==> config.mk <==
export PLATFORM = sky130hd
export DESIGN_NAME = ar_arbiter
export DESIGN_NICKNAME = d
export VERILOG_FILES = /design/src/rtl/ar_arbiter_pkg.sv /design/src/rtl/sat_counter.sv /design/src/rtl/ar_arbiter.sv
export SDC_FILE = /design/constraint.sdc
export NUM_CORES = 1
export LEC_CHECK = 0
export CORE_MARGIN = 8
export CORE_UTILIZATION = 46
export CTS_CLUSTER_SIZE = 14
export DETAILED_ROUTE_END_ITERATION = 6
export PLACE_DENSITY = 0.75
export SETUP_SLACK_MARGIN = 0.15
export SLEW_MARGIN = 20
export SYNTH_ARGS = -nofsm -noshare
export SYNTH_HDL_FRONTEND = slang
export SYNTH_SLANG_ARGS = --single-unit
==> constraint.sdc <==
create_clock -name ACLK -period 1.7 [get_ports ACLK]
set_clock_uncertainty 0.15 [all_clocks]
set_input_delay 0.255 -clock ACLK [delete_from_list [all_inputs] [get_ports ACLK]]
set_output_delay 0.255 -clock ACLK [all_outputs]
set_load 0.01 [all_outputs]
==> src/rtl/ar_arbiter_pkg.sv <==
// Shared AXI read-address arbitration types: grant encoding seen by the AR mux,
// arbiter state and round-robin pointer, plus the winner-selection rule.
package ar_arbiter_pkg;

  localparam int NUM_MASTERS = 2;

  typedef enum logic [1:0] {
    GNT_NONE = 2'b00,
    GNT_M0   = 2'b01,
    GNT_M1   = 2'b10
  } ar_gnt_e;

  typedef enum logic [1:0] {
    ST_IDLE   = 2'd0,
    ST_GNT_M0 = 2'd1,
    ST_GNT_M1 = 2'd2
  } ar_state_e;

  typedef enum logic {
    PTR_M0 = 1'b0,
    PTR_M1 = 1'b1
  } ar_ptr_e;

  // Contention goes to the pointed-at master only in round-robin mode.
  function automatic ar_state_e ar_pick(input logic v0, input logic v1,
                                        input ar_ptr_e ptr, input logic rr_en);
    ar_state_e w;
    w = ST_IDLE;
    if (v0 && v1)  w = (rr_en && ptr == PTR_M1) ? ST_GNT_M1 : ST_GNT_M0;
    else if (v0)   w = ST_GNT_M0;
    else if (v1)   w = ST_GNT_M1;
    return w;
  endfunction

  function automatic ar_gnt_e ar_to_gnt(input ar_state_e s);
    ar_gnt_e g;
    g = GNT_NONE;
    case (s)
      ST_GNT_M0: g = GNT_M0;
      ST_GNT_M1: g = GNT_M1;
      default:   g = GNT_NONE;
    endcase
    return g;
  endfunction

endpackage

==> src/rtl/sat_counter.sv <==
// Up-counter that sticks at all-ones instead of wrapping; synchronous clear.
module sat_counter #(
  parameter int WIDTH = 16
) (
  input  logic             clk,
  input  logic             rst_n,
  input  logic             inc,
  input  logic             clr,
  output logic [WIDTH-1:0] count
);

  // NOTE: state registers use non-blocking assignments so every flop samples
  // pre-edge values regardless of block evaluation order.
  always_ff @(posedge clk or negedge rst_n) begin
    if (!rst_n)                    count <= '0;
    else if (clr)                  count <= '0;
    else if (inc && count != '1)   count <= count + WIDTH'(1);
  end

endmodule

==> src/rtl/ar_arbiter.sv <==
// Two-master AR-channel arbiter: holds a grant until handshake, then re-arbitrates
// with a rotated pointer; routes ARREADY to the owner and counts handshakes.
module ar_arbiter
  import ar_arbiter_pkg::*;
#(
  parameter int CNT_W = 16,
  parameter bit RR_EN = 1'b1
) (
  input  logic             ACLK,
  input  logic             ARESETn,
  input  logic             ARVALID_M0,
  input  logic             ARVALID_M1,
  input  logic             ARREADY,
  output logic [1:0]       gnt,
  output logic             ARREADY_M0,
  output logic             ARREADY_M1,
  output logic             busy,
  output logic [CNT_W-1:0] hs_cnt_m0,
  output logic [CNT_W-1:0] hs_cnt_m1
);

  ar_state_e              state, state_nxt;
  ar_gnt_e                gnt_q;
  ar_ptr_e                ptr, ptr_nxt;
  logic                   busy_q;
  logic [NUM_MASTERS-1:0] hs;

  assign hs[0] = (state == ST_GNT_M0) & ARVALID_M0 & ARREADY;
  assign hs[1] = (state == ST_GNT_M1) & ARVALID_M1 & ARREADY;

  // NOTE: every always_comb output gets a default first so no path leaves it
  // unassigned, which would otherwise infer a latch.
  always_comb begin
    state_nxt = state;
    ptr_nxt   = ptr;
    unique case (state)
      ST_IDLE: state_nxt = ar_pick(ARVALID_M0, ARVALID_M1, ptr, RR_EN);
      ST_GNT_M0: if (hs[0]) begin
        ptr_nxt   = PTR_M1;
        state_nxt = ar_pick(ARVALID_M0, ARVALID_M1, PTR_M1, RR_EN);
      end
      ST_GNT_M1: if (hs[1]) begin
        ptr_nxt   = PTR_M0;
        state_nxt = ar_pick(ARVALID_M0, ARVALID_M1, PTR_M0, RR_EN);
      end
      default: state_nxt = ST_IDLE;
    endcase
  end

  // gnt and busy are registered from the next state so the mux sees clean flops.
  always_ff @(posedge ACLK or negedge ARESETn) begin
    if (!ARESETn) begin
      state  <= ST_IDLE;
      gnt_q  <= GNT_NONE;
      busy_q <= 1'b0;
      ptr    <= PTR_M0;
    end else begin
      state  <= state_nxt;
      gnt_q  <= ar_to_gnt(state_nxt);
      busy_q <= (state_nxt != ST_IDLE);
      ptr    <= ptr_nxt;
    end
  end

  assign gnt        = gnt_q;
  assign busy       = busy_q;
  assign ARREADY_M0 = ARREADY & gnt_q[0];
  assign ARREADY_M1 = ARREADY & gnt_q[1];

  sat_counter #(.WIDTH(CNT_W)) u_cnt_m0 (
    .clk   (ACLK),
    .rst_n (ARESETn),
    .inc   (hs[0]),
    .clr   (1'b0),
    .count (hs_cnt_m0)
  );

  sat_counter #(.WIDTH(CNT_W)) u_cnt_m1 (
    .clk   (ACLK),
    .rst_n (ARESETn),
    .inc   (hs[1]),
    .clr   (1'b0),
    .count (hs_cnt_m1)
  );

endmodule

==> impl_metrics.ini <==
[cells_and_area]
nFillCells = 229
postLayoutCellArea_sq_um = 3620
fin_cells = 366
seq_area_sq_um = 962
drive_gt1_share_pct = 51.9
num_antenna_cells = 0
area_delta_synth_final_pct = 81.4
multi_input_area_sq_um = 1380
fin_nets = 324

[clock_network]
htreeDepth = 2
cts_inserted_buffers = 5
cts_tree = yes
cts_root_buf = clkbuf_8
clkTransAtPathRegs_ns = 0.07
cts_buffer_depth = 2
cts_sinks = 38
clk-insertion-delay-late_ns = 0.29

[worst_setup_path]
r2r_setup_slack_ns = -0.07
cp-start-kind = flop
critPathSlowestCell = dfrtp_1
cp_max_fo = 4
r2r-start = state[1]
arrival_ns = 1.80
path_class = flop to flop
endpoint_kind = flop
reg2reg_depth = 7
crit_chain = inv_2, ha_4, nand3_2, nor4_2, buf_4, nand3_1, mux2_2
r2r-end = u_cnt_m0.count[14]
cpPeakStageDelay_ns = 0.39
worstPathRequired_ns = 1.73

[synthesis]
syn-num-nets = 197
ys_ff_latch = 38
avgSynthCellArea_sq_um = 10.7
synthCells = 186
ys_types = 43
synthArstFlopShare_pct = 100
yosysSeqAreaShare_pct = 47.6
synth-edff-count = 0
synth_area_sq_um = 2000
synth.yosys.warnings = 0
synthFlopType = dfrtp_1

[grt]
antenna_found_initial = 0
grt_max_degree = 22
grt_first_pass_wirelength_um = 9720
grt_overflow = 0
grt_pass1_vias = 2085
grt_usage_pct = 18.7

[timing]
whs_ns = 0.277
setup-violations-final = 13
period_minus_slack_ns = 1.77
finalWorstSetupSlack_ns = -0.0725
rsz0062_at_grt = true
slew_headroom_pct = 70.6
fin_crit_sh_pct = 104
clock.fmax_mhz = 564
maxSlewViolCount = 0
worst_pin_slew_ns = 0.441
hold_violations = 0

[route]
post_drt_via_cell_ratio = 5.55
dr.pass1.iters = 4
drtAntennaViolNets = 0
drc = 0
finalWirelength_um = 6230
drt_iter0_markers = 76
wl_per_cell_um = 17.0
num_vias = 2032

[place]
dp.cells = 329
portBuffers = 41
dpl_cell_area_sq_um = 3040
pre_cts_ws_ns = -0.278
place_congestion = 0.827
hpwl_um = 3800

[outcome]
status = complete, but fails checks
violations = setup timing

[worst_hold_path]
hp-class = input port to asynchronous set/reset pin

[floorplan]
io_pins = 42
die_x_um = 81.9
initial_utilization_pct = 46.9
die_h_um = 81.9
core_area_sq_um = 4260
dieArea_sq_um = 6710
rows = 24

[pwr]
p_leak_nw = 1.73
ir_drop_uv = 1190
power.density_nw_per_um2 = 1020

[job]
drv_cap = 0
[power by group]
part           switching [W]  total, W  internal, W
combinational       0.000710   0.00155     0.000844
sequential          0.000138   0.00120      0.00106
clock               0.000328  0.000954     0.000626
[cell usage after synthesis, types with 3 or more instances]
| cell | instances | area [sq um] |
|---|---|---|
| and3_1 | 6 | 37.5 |
| nor4_1 | 5 | 31.3 |
| dfrtp_1 | 38 | 951 |
| xnor2_1 | 8 | 70.1 |
| nand3_1 | 14 | 70.1 |
| ha_1 | 6 | 75.1 |
| nor3b_1 | 3 | 22.5 |
| nor2_1 | 13 | 48.8 |
| nand4_1 | 9 | 56.3 |
| a21oi_1 | 6 | 30.0 |
| nand2_1 | 10 | 37.5 |
| xor2_1 | 15 | 131 |
| inv_1 | 6 | 22.5 |
| nor3_1 | 7 | 35.0 |
[critical path: cells and delay by family (launching register included)]
| family | cells | cell delay (ns) |
|---|---|---|
| buf+inv | 2 | 0.27 |
| fa+ha+maj | 1 | 0.18 |
| flops | 1 | 0.39 |
| mux | 1 | 0.28 |
| simple gates | 3 | 0.40 |
[layout by cell type, fill, tap and decap left out, types with 3 or more instances in the layout]
master and count:
inv_2 3, dfrtp_2 9, nor2_4 6, nor3_4 4, clkbuf_2 3, nand4_1 9
nor2_1 7, nand2_1 10, clkdlybuf4s15_1 20, xor2_1 15, clkbuf_8 6, nand4_4 3
nand3_1 7, nand3_4 3, buf_4 68, a21oi_2 3, ha_4 4, nand3_2 4
buf_6 13, nor3_2 3, a21oi_1 3, inv_1 3, xnor2_1 8, nor3b_2 3
dfrtp_1 29, and3_1 4, nor4_4 6, dlygate4sd2_1 14
[worst max path at each step]
stage                           start                 end  slack [ns]  cells after the start
CTS                          state[1]              gnt[1]       -0.04                      6
detailed placement            ARREADY   u_cnt_m1.count[5]       -0.28                      6
finish                       state[1]  u_cnt_m0.count[14]       -0.07                      7
floorplan           u_cnt_m0.count[1]   u_cnt_m0.count[1]       -0.13                      5
global placement              ARREADY  u_cnt_m0.count[14]       -0.24                      6
global route                 state[1]              gnt[1]       -0.14                      8
[sequential cells by signal, summed over array words and instances (netlist names)]
signal / flops
u_cnt_m0.count: 16
u_cnt_m1.count: 16
gnt: 2
state: 2
busy: 1
ptr: 1
[cell type report]
cell class | count | area share [%]
Sequential cell | 38 | 26.5
Inverter | 6 | 0.621
Multi-Input combinational cell | 139 | 38.1
Clock buffer | 6 | 2.28
Tap cell | 52 | 1.79
Clock inverter | 2 | 1.66
Timing Repair Buffer | 123 | 29.0
[layer usage]
metal	GRT usage (%)	up-vias	wire length, um
met4	8.25	0	110
met5	0	-	0
met1	20.8	1015	2380
met2	32.7	75	3360
li1	-	930	-
met3	4.92	12	384
[repair_timing]
item                                   4_1_cts  5_1_grt
pin swaps                                   39       17
setup buffers                               16       12
hold buffers                                 1        0
resized for setup                           90       31
endpoints found under the hold margin       17        0
setup endpoints to repair                   74       53
[through the flow]
step                power [W]  setup TNS, ns  util, %
detailed placement    0.00249          -6.42     71.3
CTS                   0.00360         -0.154     81.2
global route          0.00391          -2.45     85.0
global placement      0.00245          -5.70     71.3
finish                0.00370         -0.326     85.0
floorplan             0.00184         -0.345        -
[cells by family after synthesis]
family	Yosys count	synth area share, %
buf+inv	9	1.88
xor+xnor	23	10.1
fa+ha+maj	6	3.76
compound gates	17	5.64
simple gates	88	28.2
flops	38	47.6
mux	5	2.88
Note: power is estimated with default switching activity, not from simulation.
==> RTL change 1, RTL diff (config.mk and constraints unchanged) <==
Encoding of `ar_state_e`: now one-hot (3 bits for 3 states).
--- a/src/rtl/ar_arbiter_pkg.sv
+++ b/src/rtl/ar_arbiter_pkg.sv
@@ -10,10 +10,10 @@
     GNT_M1   = 2'b10
   } ar_gnt_e;
 
-  typedef enum logic [1:0] {
-    ST_IDLE   = 2'd0,
-    ST_GNT_M0 = 2'd1,
-    ST_GNT_M1 = 2'd2
+  typedef enum logic [2:0] {
+    ST_IDLE   = 3'b001,
+    ST_GNT_M0 = 3'b010,
+    ST_GNT_M1 = 3'b100
   } ar_state_e;
 
   typedef enum logic {
Check against the original RTL: same outputs for any inputs over 10 cycles, from zero or initial values and one cycle with ARESETn low; not proved beyond that.
==> RTL change 1 against the original RTL <==
  * The run still ends with negative setup slack left
  * Synthesized area is 3.6% lower
  * Power down 19%
  * Largest cell class unchanged
  * Clock power is 31% lower
  * Sequential cell count rose by 1
  * Routed wire length increased by 32%
  * Hold slack got worse by 0.024 ns
  * Core utilization rose by 5.4 points
  * Global-route usage grew 1.9 points
  * Worst setup slack worse by 0.15 ns
  * Die area shrank 2.9%
  * Critical path depth down 3
  * Sequential share of layout area up 0.50 points
  * Cell area up 0.45%
==> RTL change 1: results <==
export IMPL_status="finished with violations"
export IMPL_violations="negative setup slack"
export IMPL_grtUsageTotal_pct=20.5
export IMPL_internal_power_uw=1990
export IMPL_finalNetCount=317
export IMPL_n_antenna_cell=0
export IMPL_cts_made_buffers=5
export IMPL_r2r_end="u_cnt_m1.count[10]"
export IMPL_p_leak_uw=0.00174
export IMPL_cts_buffer_depth=2
export IMPL_drtPass1Iterations=4
export IMPL_synth_commonest_cells="dfrtp_1 (38), nand2_1 (14), nand3_1 (14)"
export IMPL_setup_violations_final=30
export IMPL_r2r_start="state[2]"
export IMPL_critPathMaxFanout=4
export IMPL_grt_max_degree=20
export IMPL_drive_gt1_share_pct=53.7
export IMPL_wl_met2_mm=4.26
export IMPL_seq_area_frac_synth_pct=50.7
export IMPL_nFillCells=154
export IMPL_multi_input_area_um2=1390
export IMPL_grt_pass1_wl_mm=10.4
export IMPL_synthArstFlopShare_pct=100
export IMPL_grt_util_met3_pct=5.36
export IMPL_synthDistinctLibCells=39
export IMPL_worstPathArrival_ns=1.96
export IMPL_numPortBuffers=41
export IMPL_use_met2_pct=38.0
export IMPL_vdd_drop_max_uv=1020
export IMPL_place_hpwl_mm=4.17
export IMPL_wl_met3_um=518
export IMPL_vias_per_cell=6.02
export IMPL_drt_wl_total_mm=8.23
export IMPL_setup_ws_ns=-0.225
export IMPL_wl_met1_mm=3.17
export IMPL_insertion_delay_ns=0.30
export IMPL_worst_pin_slew_ns=0.391
export IMPL_gr_usage_met1_pct=21.0
export IMPL_ys_top_cells_by_area="dfrtp_1 (49%), xnor2_1 (5.5%), xor2_1 (5.5%)"
export IMPL_gp_congestion=0.922
export IMPL_reg_largest_list="u_cnt_m0.count (16), u_cnt_m1.count (16), state (3)"
export IMPL_syn_nets=186
export IMPL_grt_pass1_vias=2182
export IMPL_cts_root_buf="clkbuf_8"
export IMPL_htreeDepth=2
export IMPL_hp_class="in2async"
export IMPL_place_area_um2=2880
export IMPL_ff2ff_path_depth=4
export IMPL_drc=0
export IMPL_drt_iter0_drc=139
==> RTL change 1: changes by cell type after synthesis, sizes merged, moves of 3 or more <==
| cell | before | now |
|---|---|---|
| nor2 | 14 | 4 |
| nor4 | 7 | 13 |
| a21oi | 6 | 2 |
| ha | 6 | 2 |
| inv | 6 | 2 |
| nand2 | 10 | 14 |
| nand4 | 12 | 8 |
| o21ai | 1 | 5 |
| xnor2 | 8 | 12 |
| nor3 | 7 | 4 |
| o22ai | 1 | 4 |
| xor2 | 15 | 12 |
==> RTL change 1: cell type report <==
type	count	share of cell area [%]
tap	50	1.72
sequential	39	27.0
clock buffer	7	2.37
inverter	2	0.206
clock inverter	1	0.137
multi-input combinational	134	38.1
timing repair buffer	128	30.4
==> RTL change 1: what timing repair did <==
item	CTS	global route
hold buffers	1	0
endpoints found under the setup margin	69	50
gates resized for setup	80	66
cloned	1	0
pin swaps	32	32
buffers inserted	14	19
endpoints found under the hold margin	11	0
==> RTL change 1: critical path, stage by stage (launching register included) <==
cell and delay (ns):
dfrtp_1 0.39, or3b_4 0.45, nor4_4 0.27, nand4_1 0.21, mux2_4 0.34
==> RTL change 1: worst max path at each step <==
stage | start | end | slack [ns] | cells after the start
5_1_grt | state[2] | u_cnt_m1.count[10] | -0.26 | 4
6_report | state[2] | u_cnt_m1.count[10] | -0.22 | 4
3_5_place_dp | ARREADY | u_cnt_m1.count[10] | -0.41 | 5
3_3_place_gp | ARREADY | u_cnt_m1.count[10] | -0.38 | 5
4_1_cts | state[0] | u_cnt_m1.count[10] | -0.09 | 4
2_1_floorplan | state[2] | u_cnt_m1.count[10] | -0.14 | 4
==> RTL change 1: power by group through the flow <==
stage / logic, uW / registers (uW) / clock network [uW]
after floorplan: 263 / 1220 / 0
after global placement: 732 / 1150 / 0
after detailed placement: 765 / 1170 / 0
after CTS: 846 / 1140 / 658
after global routing: 1220 / 1170 / 708
final: 1170 / 1160 / 662
==> RTL change 1: per-stage QoR <==
stage / setup slack, ns / instances / TNS, ns / hold WS, ns
3_3_place_gp: -0.380 / 318 / -6.81 / 0.0275
3_5_place_dp: -0.413 / 318 / -7.83 / 0.0337
6_report: -0.225 / 361 / -2.81 / 0.253
2_1_floorplan: -0.135 / 179 / -1.50 / -0.191
4_1_cts: -0.0857 / 342 / -0.383 / 0.249
5_1_grt: -0.255 / 361 / -4.50 / 0.257
==> RTL change 1: cell families after synthesis <==
family	Yosys count	share of synthesized area [%]
AND/OR/NAND/NOR	81	25.5
flip-flops	39	50.7
XOR/XNOR	24	10.9
AO/OA/AOI/OAI	23	7.86
buffers and inverters	6	1.43
multiplexers	4	2.34
adder cells (fa/ha/maj)	2	1.30
==> RTL change 2, RTL diff (same settings) <==
Made on the original files. Change the parameter `CNT_W` from 16 to 12.
--- a/src/rtl/ar_arbiter.sv
+++ b/src/rtl/ar_arbiter.sv
@@ -3,7 +3,7 @@
 module ar_arbiter
   import ar_arbiter_pkg::*;
 #(
-  parameter int CNT_W = 16,
+  parameter int CNT_W = 12,
   parameter bit RR_EN = 1'b1
 ) (
   input  logic             ACLK,
Ports: changed (resized hs_cnt_m0 and hs_cnt_m1); port bits go from 42 to 34. The function was not compared with the original's and may differ.
==> RTL change 2 against the original RTL <==
  * The run still ends with negative setup slack left
  * Hold slack got worse by 0.13 ns
  * Sequential cell count down 8
  * Cell area shrank 20%
  * Via count down 15%
  * Synthesized cell count shrank 17%
  * Fmax down 0.28%
  * Power shrank 21%
  * Sequential power decreased by 17%
  * Worst setup slack got worse by 0.0049 ns
  * Routed wire length is 2.2% lower
  * Synthesized area is 19% lower
  * Largest power group unchanged
  * Highest routed layer unchanged
==> RTL change 2: results <==
export IMPL_p_leak_uw=0.00140
export IMPL_design_seq_count=30
export IMPL_crit_slowest_cell="dfrtp_2"
export IMPL_fin_util_pct=86.5
export IMPL_insertion_delay_ns=0.34
export IMPL_nFillCells=169
export IMPL_cts_root_buf="clkbuf_4"
export IMPL_power_density_nw_per_um2=1010
export IMPL_drive_gt1_share_pct=59.2
export IMPL_syn_inst=154
export IMPL_grtUsageTotal_pct=20.1
export IMPL_wl_met3_um=309
export IMPL_drt_iter0_drc=89
export IMPL_ys_top_cells_by_area="dfrtp_1 (46%), ha_1 (4.6%), nand2_1 (3.2%)"
export IMPL_synth_adder_area_share_pct=4.63
export IMPL_clkSlewWorstSetupHoldPaths_ns=0.10
export IMPL_num_nonclk_inverters=7
export IMPL_place_hpwl_mm=3.08
export IMPL_grt_util_met3_pct=6.05
export IMPL_p_sw_share_pct=38.5
export IMPL_bufAreaShareNonClock_pct=27.9
export IMPL_place_area_um2=2310
export IMPL_syn_nets=165
export IMPL_multi_input_area_um2=1190
export IMPL_finalNetCount=272
export IMPL_use_met2_pct=36.2
export IMPL_setup_violations_final=8
export IMPL_routedWlPerCell_um=19.8
export IMPL_violations="negative setup slack"
export IMPL_crit_family="flip-flops"
export IMPL_numPortBuffers=33
export IMPL_place_ws_ns=-0.356
export IMPL_grt_pass1_vias=1781
export IMPL_worstPathArrival_ns=1.88
export IMPL_vias_per_cell=5.60
export IMPL_layout_non_clock_buffers=101
export IMPL_synth_compound_area_share_pct=13.6
export IMPL_post_place_cells=259
export IMPL_wl_met1_mm=2.19
export IMPL_status="finished with violations"
export IMPL_setup_ws_ns=-0.0775
export IMPL_comb_power_uw=1480
export IMPL_pg_seq_uw=1000
## RTL change 2: cell types whose count changed in the layout (fill, tap and decap cells not counted), sizes merged, moves of 8 or more
cell / unedited run / this run
buf: 83 / 73
clkdlybuf4s15: 20 / 0
dfrtp: 38 / 30
nand4: 12 / 4
xor2: 15 / 4
## RTL change 2: how the worst max path moves through the flow
stage,slack [ns],end,startpoint
6_report,-0.08,u_cnt_m0.count[8],state[1]
3_3_place_gp,-0.25,u_cnt_m0.count[11],ARREADY
3_5_place_dp,-0.36,u_cnt_m0.count[11],ARREADY
4_1_cts,-0.01,busy,state[1]
2_1_floorplan,0.03,gnt[0],state[1]
5_1_grt,-0.12,u_cnt_m0.count[8],state[1]
## RTL change 2: timing repair
| action | in CTS | in global routing |
|---|---|---|
| pin swaps | 29 | 13 |
| endpoints found under the setup margin | 58 | 39 |
| gates cloned | 1 | 0 |
| gates resized for setup | 80 | 40 |
| buffers inserted | 30 | 10 |
